<file path="config.mk">
export PLATFORM = sky130hd
export DESIGN_NAME = inst_loader
export DESIGN_NICKNAME = d
export VERILOG_FILES = /design/src/rtl/loader_pkg.sv /design/src/rtl/byte_word_packer.sv /design/src/rtl/inst_loader.sv
export SDC_FILE = /design/constraint.sdc
export NUM_CORES = 1
export LEC_CHECK = 0
export CAP_MARGIN = 10
export CORE_ASPECT_RATIO = 0.5
export CORE_UTILIZATION = 53
export CTS_CLUSTER_SIZE = 16
export DETAILED_ROUTE_END_ITERATION = 8
export PLACE_DENSITY_LB_ADDON = 0.3
export SYNTH_ARGS = -nofsm -noshare
export SYNTH_HDL_FRONTEND = slang
export SYNTH_SLANG_ARGS = --single-unit
</file>
<file path="constraint.sdc">
create_clock -name clk -period 2.9 [get_ports clk]
set_input_delay 0.58 -clock clk [delete_from_list [all_inputs] [get_ports clk]]
set_output_delay 0.58 -clock clk [all_outputs]
set_load 0.02 [all_outputs]
</file>
<file path="src/rtl/loader_pkg.sv">
// Shared definitions for the instruction-memory bootloader: FSM state
// encoding and the default memory geometry used by the instruction memory.
package loader_pkg;

  typedef enum logic [2:0] {
    HDR_HI,
    HDR_LO,
    DATA,
    WRITE,
    CSUM,
    DONE,
    ERR
  } state_t;

  // Instruction memory depth in words and byte address of word 0.
  localparam int          DEFAULT_MEM_SIZE  = 512;
  localparam logic [31:0] DEFAULT_BASE_ADDR = 32'h0000_0000;

endpackage

</file>
<file path="src/rtl/byte_word_packer.sv">
// Assembles a big-endian 32-bit word from four consecutive stream bytes.
// The first byte of a word ends up in [31:24]. word/word_valid are
// combinational: they present the complete word during the cycle in which
// the 4th byte is being accepted, so the caller can register it on that edge.
module byte_word_packer (
  input  logic        clk,
  input  logic        clear,
  input  logic        shift_en,
  input  logic [7:0]  in_byte,
  output logic        word_valid,
  output logic [31:0] word
);

  logic [23:0] shift_reg;
  logic [1:0]  cnt_reg;

  // Shift in the first three bytes of a word and count byte position 0..3.
  always_ff @(posedge clk) begin
    if (clear) begin
      shift_reg <= '0;
      cnt_reg   <= '0;
    end else if (shift_en) begin
      shift_reg <= {shift_reg[15:0], in_byte};
      cnt_reg   <= cnt_reg + 2'd1;
    end
  end

  assign word_valid = shift_en && (cnt_reg == 2'd3);

  // Byte lane 0 is the byte arriving now; lanes 1..3 come from the shifter.
  for (genvar gi = 0; gi < 4; gi++) begin : g_lane
    if (gi == 0) begin : g_live
      assign word[7:0] = in_byte;
    end else begin : g_held
      assign word[8*gi +: 8] = shift_reg[8*(gi-1) +: 8];
    end
  end

endmodule

</file>
<file path="src/rtl/inst_loader.sv">
// Byte-stream bootloader: reads a 16-bit big-endian word count, then that many
// big-endian 32-bit words, writing each into instruction memory. The CPU is
// held in reset until the image is complete.
// Optional build macro INST_LOADER_CHECKSUM_EN adds a trailing XOR checksum
// byte covering the header and all data bytes.
module inst_loader
  import loader_pkg::*;
#(
  parameter int          MEM_SIZE  = DEFAULT_MEM_SIZE,
  parameter logic [31:0] BASE_ADDR = DEFAULT_BASE_ADDR,
  parameter int          CNT_W     = 16
) (
  input  logic        clk,
  input  logic        reset,
  input  logic        start,
  input  logic        in_valid,
  input  logic [7:0]  in_data,
  output logic        in_ready,
  output logic        mem_we,
  output logic [31:0] mem_addr,
  output logic [31:0] mem_wdata,
  output logic        cpu_hold,
  output logic        load_done,
  output logic        load_err
);

  localparam logic [CNT_W:0] MAX_WORDS = (CNT_W+1)'(MEM_SIZE);

`ifdef INST_LOADER_CHECKSUM_EN
  localparam state_t AFTER_LAST = CSUM;
`else
  localparam state_t AFTER_LAST = DONE;
`endif

  state_t           state_reg, state_next;
  logic [7:0]       n_hi_reg;
  logic [CNT_W-1:0] n_reg;
  logic [CNT_W-1:0] idx_reg;
  logic [31:0]      mem_addr_reg;
  logic [31:0]      mem_wdata_reg;
  logic [CNT_W-1:0] hdr_n;
  logic             accept;
  logic             restart;
  logic             word_valid;
  logic [31:0]      packed_word;

  assign accept  = in_valid && in_ready;
  assign restart = start && ((state_reg == DONE) || (state_reg == ERR));
  assign hdr_n   = CNT_W'({n_hi_reg, in_data});

  byte_word_packer u_packer (
    .clk        (clk),
    .clear      (reset || restart),
    .shift_en   (accept && (state_reg == DATA)),
    .in_byte    (in_data),
    .word_valid (word_valid),
    .word       (packed_word)
  );

`ifdef INST_LOADER_CHECKSUM_EN
  logic [7:0] csum_reg;

  // Running XOR of header and data bytes; restarted by the first header byte.
  always_ff @(posedge clk) begin
    if (reset) begin
      csum_reg <= '0;
    end else if (accept && (state_reg == HDR_HI)) begin
      csum_reg <= in_data;
    end else if (accept && ((state_reg == HDR_LO) || (state_reg == DATA))) begin
      csum_reg <= csum_reg ^ in_data;
    end
  end

  assign in_ready = (state_reg == HDR_HI) || (state_reg == HDR_LO) ||
                    (state_reg == DATA)   || (state_reg == CSUM);
`else
  assign in_ready = (state_reg == HDR_HI) || (state_reg == HDR_LO) ||
                    (state_reg == DATA);
`endif

  // Next-state logic for the header / data / write sequence.
  always_comb begin
    state_next = state_reg;
    case (state_reg)
      HDR_HI: if (accept) state_next = HDR_LO;
      HDR_LO: begin
        if (accept) begin
          if (hdr_n == '0)                    state_next = AFTER_LAST;
          else if ({1'b0, hdr_n} > MAX_WORDS) state_next = ERR;
          else                                state_next = DATA;
        end
      end
      DATA:   if (word_valid) state_next = WRITE;
      WRITE:  state_next = ((idx_reg + CNT_W'(1)) == n_reg) ? AFTER_LAST : DATA;
`ifdef INST_LOADER_CHECKSUM_EN
      CSUM:   if (accept) state_next = (in_data == csum_reg) ? DONE : ERR;
`endif
      DONE:   if (start) state_next = HDR_HI;
      ERR:    if (start) state_next = HDR_HI;
      default: state_next = HDR_HI;
    endcase
  end

  // State, header, word index and registered write address/data.
  always_ff @(posedge clk) begin
    if (reset) begin
      state_reg     <= HDR_HI;
      n_hi_reg      <= '0;
      n_reg         <= '0;
      idx_reg       <= '0;
      mem_addr_reg  <= BASE_ADDR;
      mem_wdata_reg <= '0;
    end else begin
      state_reg <= state_next;
      if (accept && (state_reg == HDR_HI)) n_hi_reg <= in_data;
      if (accept && (state_reg == HDR_LO)) begin
        n_reg   <= hdr_n;
        idx_reg <= '0;
      end
      if (state_reg == WRITE) idx_reg <= idx_reg + CNT_W'(1);
      if (word_valid) begin
        mem_wdata_reg <= packed_word;
        mem_addr_reg  <= BASE_ADDR + 32'({idx_reg, 2'b00});
      end
    end
  end

  assign mem_we    = (state_reg == WRITE);
  assign mem_addr  = mem_addr_reg;
  assign mem_wdata = mem_wdata_reg;
  assign cpu_hold  = (state_reg != DONE);
  assign load_done = (state_reg == DONE);
  assign load_err  = (state_reg == ERR);

endmodule
</file>
-- After elaboration in Yosys (flattened, before gate mapping)
Index checks and enable logic that the tools add are counted.
- word-level logic and storage cells: 48
- bits of input ports: 12
- register bits: 117
- output and inout port bits: 69
- $add $sub $neg: 2
- mux-type cells: 10
- equal/unequal tests: 12
- magnitude comparators: 1
- reductions and logical operators: 15
- operators by type and width (kind ; number):
    $mux W16 ; 2
    $mux W3 ; 7
    $add A16 B1 Y16 const B ; 1
    $eq A16 B16 Y1 ; 1
    $gt A16 B10 Y1 const B ; 1
    $logic_not A16 Y1 ; 1
    $pmux W3 S5 ; 1
    $eq A3 B2 Y1 const B ; 2
    $eq A3 B3 Y1 const B ; 2
    $logic_and A1 B1 Y1 ; 6
    $logic_or A1 B1 Y1 ; 4
    $ne A2 B1 Y1 const B ; 2
    $ne A2 B2 Y1 const B ; 2
    $reduce_and A4 Y1 ; 1
    $eq A3 B1 Y1 const B ; 1
    $logic_not A3 Y1 ; 1
    $ne A3 B3 Y1 const B ; 1
    $add A2 B1 Y2 const B ; 1
    $eq A2 B2 Y1 const B ; 1
    $reduce_bool A2 Y1 ; 1
    $reduce_or A2 Y1 ; 1

-- Longest topological paths before layout
Gate-level depths: netlist of run 1.
- depth in word-level cells: 8
- gate-level depth with buffers: 9
- gate-level depth less buffers: 7

-- By module
From an unflattened synthesis of run 1, not the netlist that was laid out.
- cells, all modules: 591
- area total of the unflattened synthesis: 5260.0 sq um
- by module, submodules not included (module ; sequential area each (sq um) ; area an instance (sq um) ; instances ; cells an instance):
    inst_loader ; 1821.7 ; 4236.6 ; 1 ; 497
    byte_word_packer ; 520.5 ; 1023.5 ; 1 ; 94

-- Worst setup path after synthesis of run 1
No wires, ideal clock.
- path kind: register to register
- start: reg idx_reg[0]
- end: reg state_reg[1]
- arrival: 1979 ps
- data required time: 2780 ps
- library setup time: 120 ps
- clock period less this slack: 2098 ps
- stages on the path, launching flop included: 8
- slack: 802 ps
- buffers on the path: 1
- cell sequence: dfxtp_1 ha_1 nand3_1 buf_2 nor4_1 xnor2_1 nand4_1 o31a_1
- longest elaborated chain between the ends: 4
- RTL lines (element ; line ; RTL):
    from (decl) ; inst_loader.sv:38 ; logic [CNT_W-1:0] idx_reg;
    from (signal assigned) ; inst_loader.sv:120 ; if (state_reg == WRITE) idx_reg <= idx_reg + CNT_W'(1);
    $add A16 B1 Y16 ; inst_loader.sv:94 ; WRITE: state_next = ((idx_reg + CNT_W'(1)) == n_reg) ? AFTER_LAST : DATA;
    $eq A16 B16 Y1 ; inst_loader.sv:94 ;
    $mux W3 ; inst_loader.sv:94 ;
    $pmux W3 S5 ; inst_loader.sv:84 ; case (state_reg)
    to (signal assigned) ; inst_loader.sv:114 ; state_reg <= state_next;
    to (decl) ; inst_loader.sv:35 ; state_t state_reg, state_next;
Every way passes these cells.
A chain may end at the register's enable or synchronous reset.

-- Worst setup path in the final report of run 1
- start: reg state_reg[1]
- end: out load_done
- longest elaborated chain between the ends: 1
- RTL lines (element ; line ; RTL):
    $eq A3 B3 Y1 ; inst_loader.sv:132 ; assign load_done = (state_reg == DONE);
    to (decl) ; inst_loader.sv:23 ; output logic load_done,
Every way passes these cells.

==> flow_summary.json, run 1 <==
{
  "dp_hpwl_um": 8260,
  "worstSetupPathType": "reg -> out",
  "clkTransAtPathRegs_ps": 60,
  "finalHoldViolCount": 0,
  "rows": 24,
  "cp-start-kind": "flop",
  "wire_per_inst_um": 14.7,
  "yosysWarningCount": 0,
  "place.gp.congestion": 0.860,
  "synth-edff-count": 0,
  "cp.arrival_ps": 1940,
  "routed_via_density": 5.52,
  "synthArstFlopShare_pct": 0,
  "critPathLaunch": "state_reg[1]",
  "wl_um": 12600,
  "largest_reg_flops": 32,
  "ys_ff_latch": 117,
  "r2r_cells": 7,
  "status": "complete, no violations",
  "min_path_type": "reg -> reg",
  "cts_buffer_depth": 2,
  "fin_hold_ws_ps": 451,
  "clock-root-buffer": "clkbuf_16",
  "drt_iter0_drc": 288,
  "diodes": 0,
  "grt_pass1_wl_um": 21000,
  "dr.pass1.iters": 4,
  "setup_tns_ps": 0,
  "layout-drive-gt1-share_pct": 7.69,
  "crit_end": "load_done",
  "antenna_left": 0,
  "reg2reg_slack_ps": 460,
  "max_freq_mhz": 397,
  "clock_latency_ps": 410,
  "postLayoutCoreUtil_pct": 70.7,
  "p_leak_nw": 2.16,
  "grt_overflow": 0,
  "finalClockSkew_ps": 7.64,
  "drc_errors": 0,
  "ctsResizeCount": 0,
  "finalSetupViolCount": 0,
  "crit_fanout": 11,
  "powerDensity_nw_per_um2": 627,
  "grt_pass1_vias": 4330,
  "final_nets": 742,
  "port_buffers": 64,
  "via_count": 4733,
  "ys_seq_area_share_pct": 46.6,
  "p_total_mw": 3.97,
  "cts_tree": "done",
  "fin_area_um2": 6330,
  "maxCapViolations": 0,
  "fin_crit_ps": 2520,
  "grt_start_max_net_pins": 49,
  "io_pins": 81,
  "postCtsSetupBuffers": 0,
  "clock_sinks": 117,
  "core-area_um2": 8950,
  "area_growth_pct": 26.0,
  "antenna_found_initial": 0,
  "rsz0062_at_grt": "false",
  "r2r_start": "idx_reg[0]",
  "synth.distinct_cells": 47,
  "ir_worst_vdd_mv": 0.541,
  "max_slew.worst_pin.slew_ps": 721,
  "maxSlewViolCount": 0,
  "dpl_cell_area_um2": 5740,
  "groute.usage.overall_pct": 27.0,
  "r2r-end": "state_reg[1]",
  "finalCritPeriodShare_pct": 86.9,
  "ys.flop_type": "dfxtp_1",
  "slew_headroom_pct": 51.9,
  "htreeDepth": 4,
  "initial_utilization_pct": 56.2,
  "avgSynthCellArea_um2": 7.49,
  "synth_area_um2": 5020,
  "die-area_um2": 9900,
  "numCtsBuffers": 17,
  "cp-end-kind": "output pin",
  "cts_hold_buffers": 0,
  "die_height_um": 70.9,
  "synthCells": 671,
  "die_x_um": 140,
  "cp_data_required_time_ps": 2320
}
==> cell usage after synthesis (all sizes together), types with 3 or more instances <==
| cell type | instances | area [um^2] |
|---|---|---|
| a21oi | 114 | 571 |
| a22oi | 3 | 22.5 |
| a311oi | 3 | 32.5 |
| a31oi | 3 | 18.8 |
| buf | 25 | 164 |
| clkbuf | 36 | 136 |
| dfxtp | 117 | 2340 |
| inv | 7 | 26.3 |
| nand2 | 218 | 818 |
| nand2b | 3 | 18.8 |
| nand3 | 7 | 35.0 |
| nand4 | 6 | 37.5 |
| nor2 | 34 | 128 |
| nor2b | 3 | 18.8 |
| nor3 | 7 | 35.0 |
| nor4 | 9 | 62.6 |
| o21ai | 21 | 105 |
| or3 | 6 | 38.8 |
| xnor2 | 19 | 166 |
| xor2 | 5 | 43.8 |
==> stage by stage <==
stage | instances | setup WS [ps]
after floorplan | 686 | 802
after global placement | 826 | 476
after detailed placement | 826 | 451
after CTS | 858 | 383
after global routing | 858 | 333
final | 858 | 380
==> area by class of cell <==
type | instances | area, um^2
sequential | 117 | 2340
clock buffer | 18 | 439
clock inverter | 14 | 154
fill | 717 | 2620
inverter | 7 | 26.3
multi-input combinational | 501 | 2410
timing repair buffer | 84 | 811
tap | 117 | 146
==> worst max-delay path, stage by stage (launching register included) <==
cell	delay, ps
dfxtp_1	430
nor2b_1	150
buf_4	150
nand2_1	80
inv_1	100
clkdlybuf4s50_1	620
==> layout by cell type, fill, tap and decap left out, types with 2 or more instances in the layout <==
cell,synthesis,final
nand2_1,218,218
dfxtp_1,117,117
a21oi_1,114,114
clkdlybuf4s50_1,0,63
nor2_1,34,34
o21ai_0,21,21
xnor2_1,19,19
buf_4,16,18
clkbuf_16,0,17
conb_1,1,16
nor4_1,8,8
inv_1,7,7
nand3_1,7,7
nor3_1,7,7
nand4_1,6,6
clkinvlp_4,0,6
or3_1,5,5
xor2_1,5,5
nor2b_1,3,3
nand2b_1,3,3
a31oi_1,3,3
a22oi_1,3,3
clkinv_4,0,3
nor4b_1,2,2
o31ai_1,2,2
and2_1,2,2
a311oi_1,2,2
ha_1,2,2
inv_6,0,2
bufinv_16,0,2
buf_12,0,2
==> report_power, final <==
part	leakage [nW]	internal (mW)	switching, mW
Clock	0.271	1.29	0.782
Combinational	0.948	0.0814	0.156
Sequential	0.944	1.63	0.0247
==> kinds of logic (layout without fill, tap and decap cells) <==
family	count (synthesis)	count (layout)	share of synthesized area, %
compound gates	156	156	16.9
xor+xnor	24	24	4.18
fa+ha+maj	2	2	0.498
buf+inv	68	123	6.50
flops	117	117	46.6
mux	1	1	0.199
other cells	1	16	0.0746
simple gates	302	302	25.0
==> layer usage <==
| metal | GRT usage, % | part of all wire, % | up-vias |
|---|---|---|---|
| met1 | 34.9 | 47 | 2244 |
| met4 | 11.2 | 1.4 | 0 |
| li1 | - | - | 2325 |
| met5 | 0 | 0 | - |
| met2 | 44.8 | 47 | 147 |
| met3 | 5.28 | 4.9 | 17 |
==> worst min-delay path by stage <==
| stage | startpoint | endpoint | slack, ps | cells after the start |
|---|---|---|---|---|
| final | mem_addr[8] | mem_addr[8] | 450 | 2 |
| after global routing | mem_addr[5] | mem_addr[5] | 470 | 2 |
| after CTS | u_packer.shift_reg[23] | mem_wdata[31] | 450 | 2 |
| after detailed placement | u_packer.shift_reg[23] | mem_wdata[31] | 440 | 2 |
| after global placement | u_packer.shift_reg[23] | mem_wdata[31] | 440 | 2 |
| after floorplan | u_packer.shift_reg[16] | mem_wdata[24] | 430 | 2 |
(Power assumes the default switching activity.)
==> run 2, diff against run 1 <==
Settings changed: CORE_UTILIZATION 53 to 57.
Clock period 2.9 ns to 3.1 ns, I/O delays scaled along.
==> run 2 against run 1 <==
Net effect: setup slack got worse by 65 ps; sequential cell count unchanged; worst hold slack got worse by 0.63 ps; sequential share of layout area increased by 0.16 points; utilization increased by 5.6 points; non-clock buffer count decreased by 8; largest power group unchanged; highest routed layer unchanged.
==> flow_summary.json, run 2 (synthesis results as in run 1) <==
{
  "cpLargestDelayFamily": "buffers and inverters",
  "postCtsSetupBuffers": 0,
  "layout-drive-gt1-share_pct": 6.68,
  "via_count": 4664,
  "clock_sinks": 117,
  "final_cell_mix": "nand2_1 (218), dfxtp_1 (117), a21oi_1 (114), clkdlybuf4s50_1 (63), nor2_1 (34)",
  "finalSetupViolCount": 0,
  "setup_ws_ps": 316,
  "die_x_um": 135,
  "powerDensity_nw_per_um2": 611,
  "clock_latency_ps": 410,
  "ir_worst_vdd_mv": 0.472,
  "grt_overflow": 0,
  "cp-end-kind": "output pin",
  "max_freq_mhz": 359,
  "fin_crit_ps": 2780,
  "finalClockSkew_ps": 6.80,
  "largest_reg_flops": 32,
  "port_buffers": 64,
  "grt_use_met3_pct": 8.59,
  "cts_tree": "done",
  "finalHoldViolCount": 0,
  "cpPeakStageDelay_ps": 600,
  "die_height_um": 68.4,
  "crit_buf_inv": 2,
  "wire_per_inst_um": 14.5,
  "io_pins": 81,
  "htreeDepth": 4,
  "cts_hold_buffers": 0,
  "cp-start-kind": "flop",
  "use_met2_pct": 49.0,
  "slowest_stage": "clkdlybuf4s50_1",
  "drc_errors": 0,
  "place.gp.congestion": 0.917,
  "grt_start_max_net_pins": 73,
  "initial_utilization_pct": 60.8,
  "dp_hpwl_um": 7810,
  "p_total_mw": 3.85,
  "final_nets": 734,
  "rows": 23,
  "ctsResizeCount": 0,
  "status": "complete, no violations",
  "slew_headroom_pct": 65.0,
  "clock-root-buffer": "clkbuf_16",
  "area_growth_pct": 25.4,
  "cp_data_required_time_ps": 2480,
  "p_leak_nw": 2.15,
  "maxCapViolations": 0,
  "maxSlewViolCount": 0,
  "worstSetupPathType": "reg -> out",
  "routed_via_density": 5.52,
  "dr.pass1.iters": 5,
  "path_cells": "nor2b_1, nand2_1, inv_1, clkdlybuf4s50_1",
  "final_common_cell": "nand2_1",
  "clkTransAtPathRegs_ps": 50,
  "grt_pass1_wl_um": 19800,
  "numCtsBuffers": 17,
  "dpl_cell_area_um2": 5670,
  "max_slew.worst_pin.slew_ps": 520,
  "grt_pass1_vias": 4199,
  "n_fill_cell": 617,
  "grt_busiest_layer": "met2",
  "setup_tns_ps": 0,
  "antenna_left": 0,
  "wl_um": 12300,
  "drt_iter0_drc": 354,
  "place_ws_ps": 506,
  "postLayoutCoreUtil_pct": 76.3,
  "core-area_um2": 8260,
  "finalCritPeriodShare_pct": 89.8,
  "groute.usage.overall_pct": 28.4,
  "rsz0062_at_grt": "false",
  "cp.arrival_ps": 2160,
  "gr-usage-met1_pct": 33.8,
  "cts_buffer_depth": 2,
  "crit_fanout": 12,
  "fin_area_um2": 6300,
  "min_path_type": "reg -> reg",
  "diodes": 0,
  "antenna_found_initial": 0,
  "die-area_um2": 9220
}
==> run 2: through the flow <==
step	hold slack, ps	instances
after CTS	453	845
after global placement	442	813
final	450	845
after detailed placement	446	813
after floorplan	432	686
after global routing	469	845
==> run 2: area by class of cell <==
cell class	count	area (um^2)	area share [%]
tap	112	140	2.22
inverter	7	26.3	0.417
multi-input combinational	501	2410	38.3
clock inverter	13	179	2.84
sequential	117	2340	37.2
timing repair buffer	76	751	11.9
clock buffer	19	453	7.19
==> run 2: routing by layer <==
layer  routed length, um  vias to the layer above
met5                   0                        -
met4                 150                        0
met3                 796                       15
met2                5890                      164
met1                5430                     2179
li1                    -                     2306
==> run 2: final timing paths <==
| path | cells past startpoint | to | slack (ps) | from |
|---|---|---|---|---|
| setup / recovery | 4 | load_done | 320 | state_reg[0] |
| hold / removal | 2 | mem_addr[9] | 450 | mem_addr[9] |
| setup reg to reg | 7 | state_reg[1] | 460 | idx_reg[0] |
| hold reg to reg | 2 | mem_addr[9] | 450 | mem_addr[9] |
==> run 2: power by group <==
group,switching [mW],internal (mW),total [mW]
Combinational,0.140,0.0715,0.211
Sequential,0.0266,1.53,1.55
Clock,0.707,1.38,2.09
==> run 2: worst min-delay path, cell delays in order, from the launching register on <==
cell and delay (ps):
dfxtp_1 300, nand2_1 50, a21oi_1 50
==> run 3, diff against run 2 <==
Settings changed: CAP_MARGIN 10 to 30.
==> results of run 3 <==
The final DEF is identical to that of run 2; final timing and power are the same.
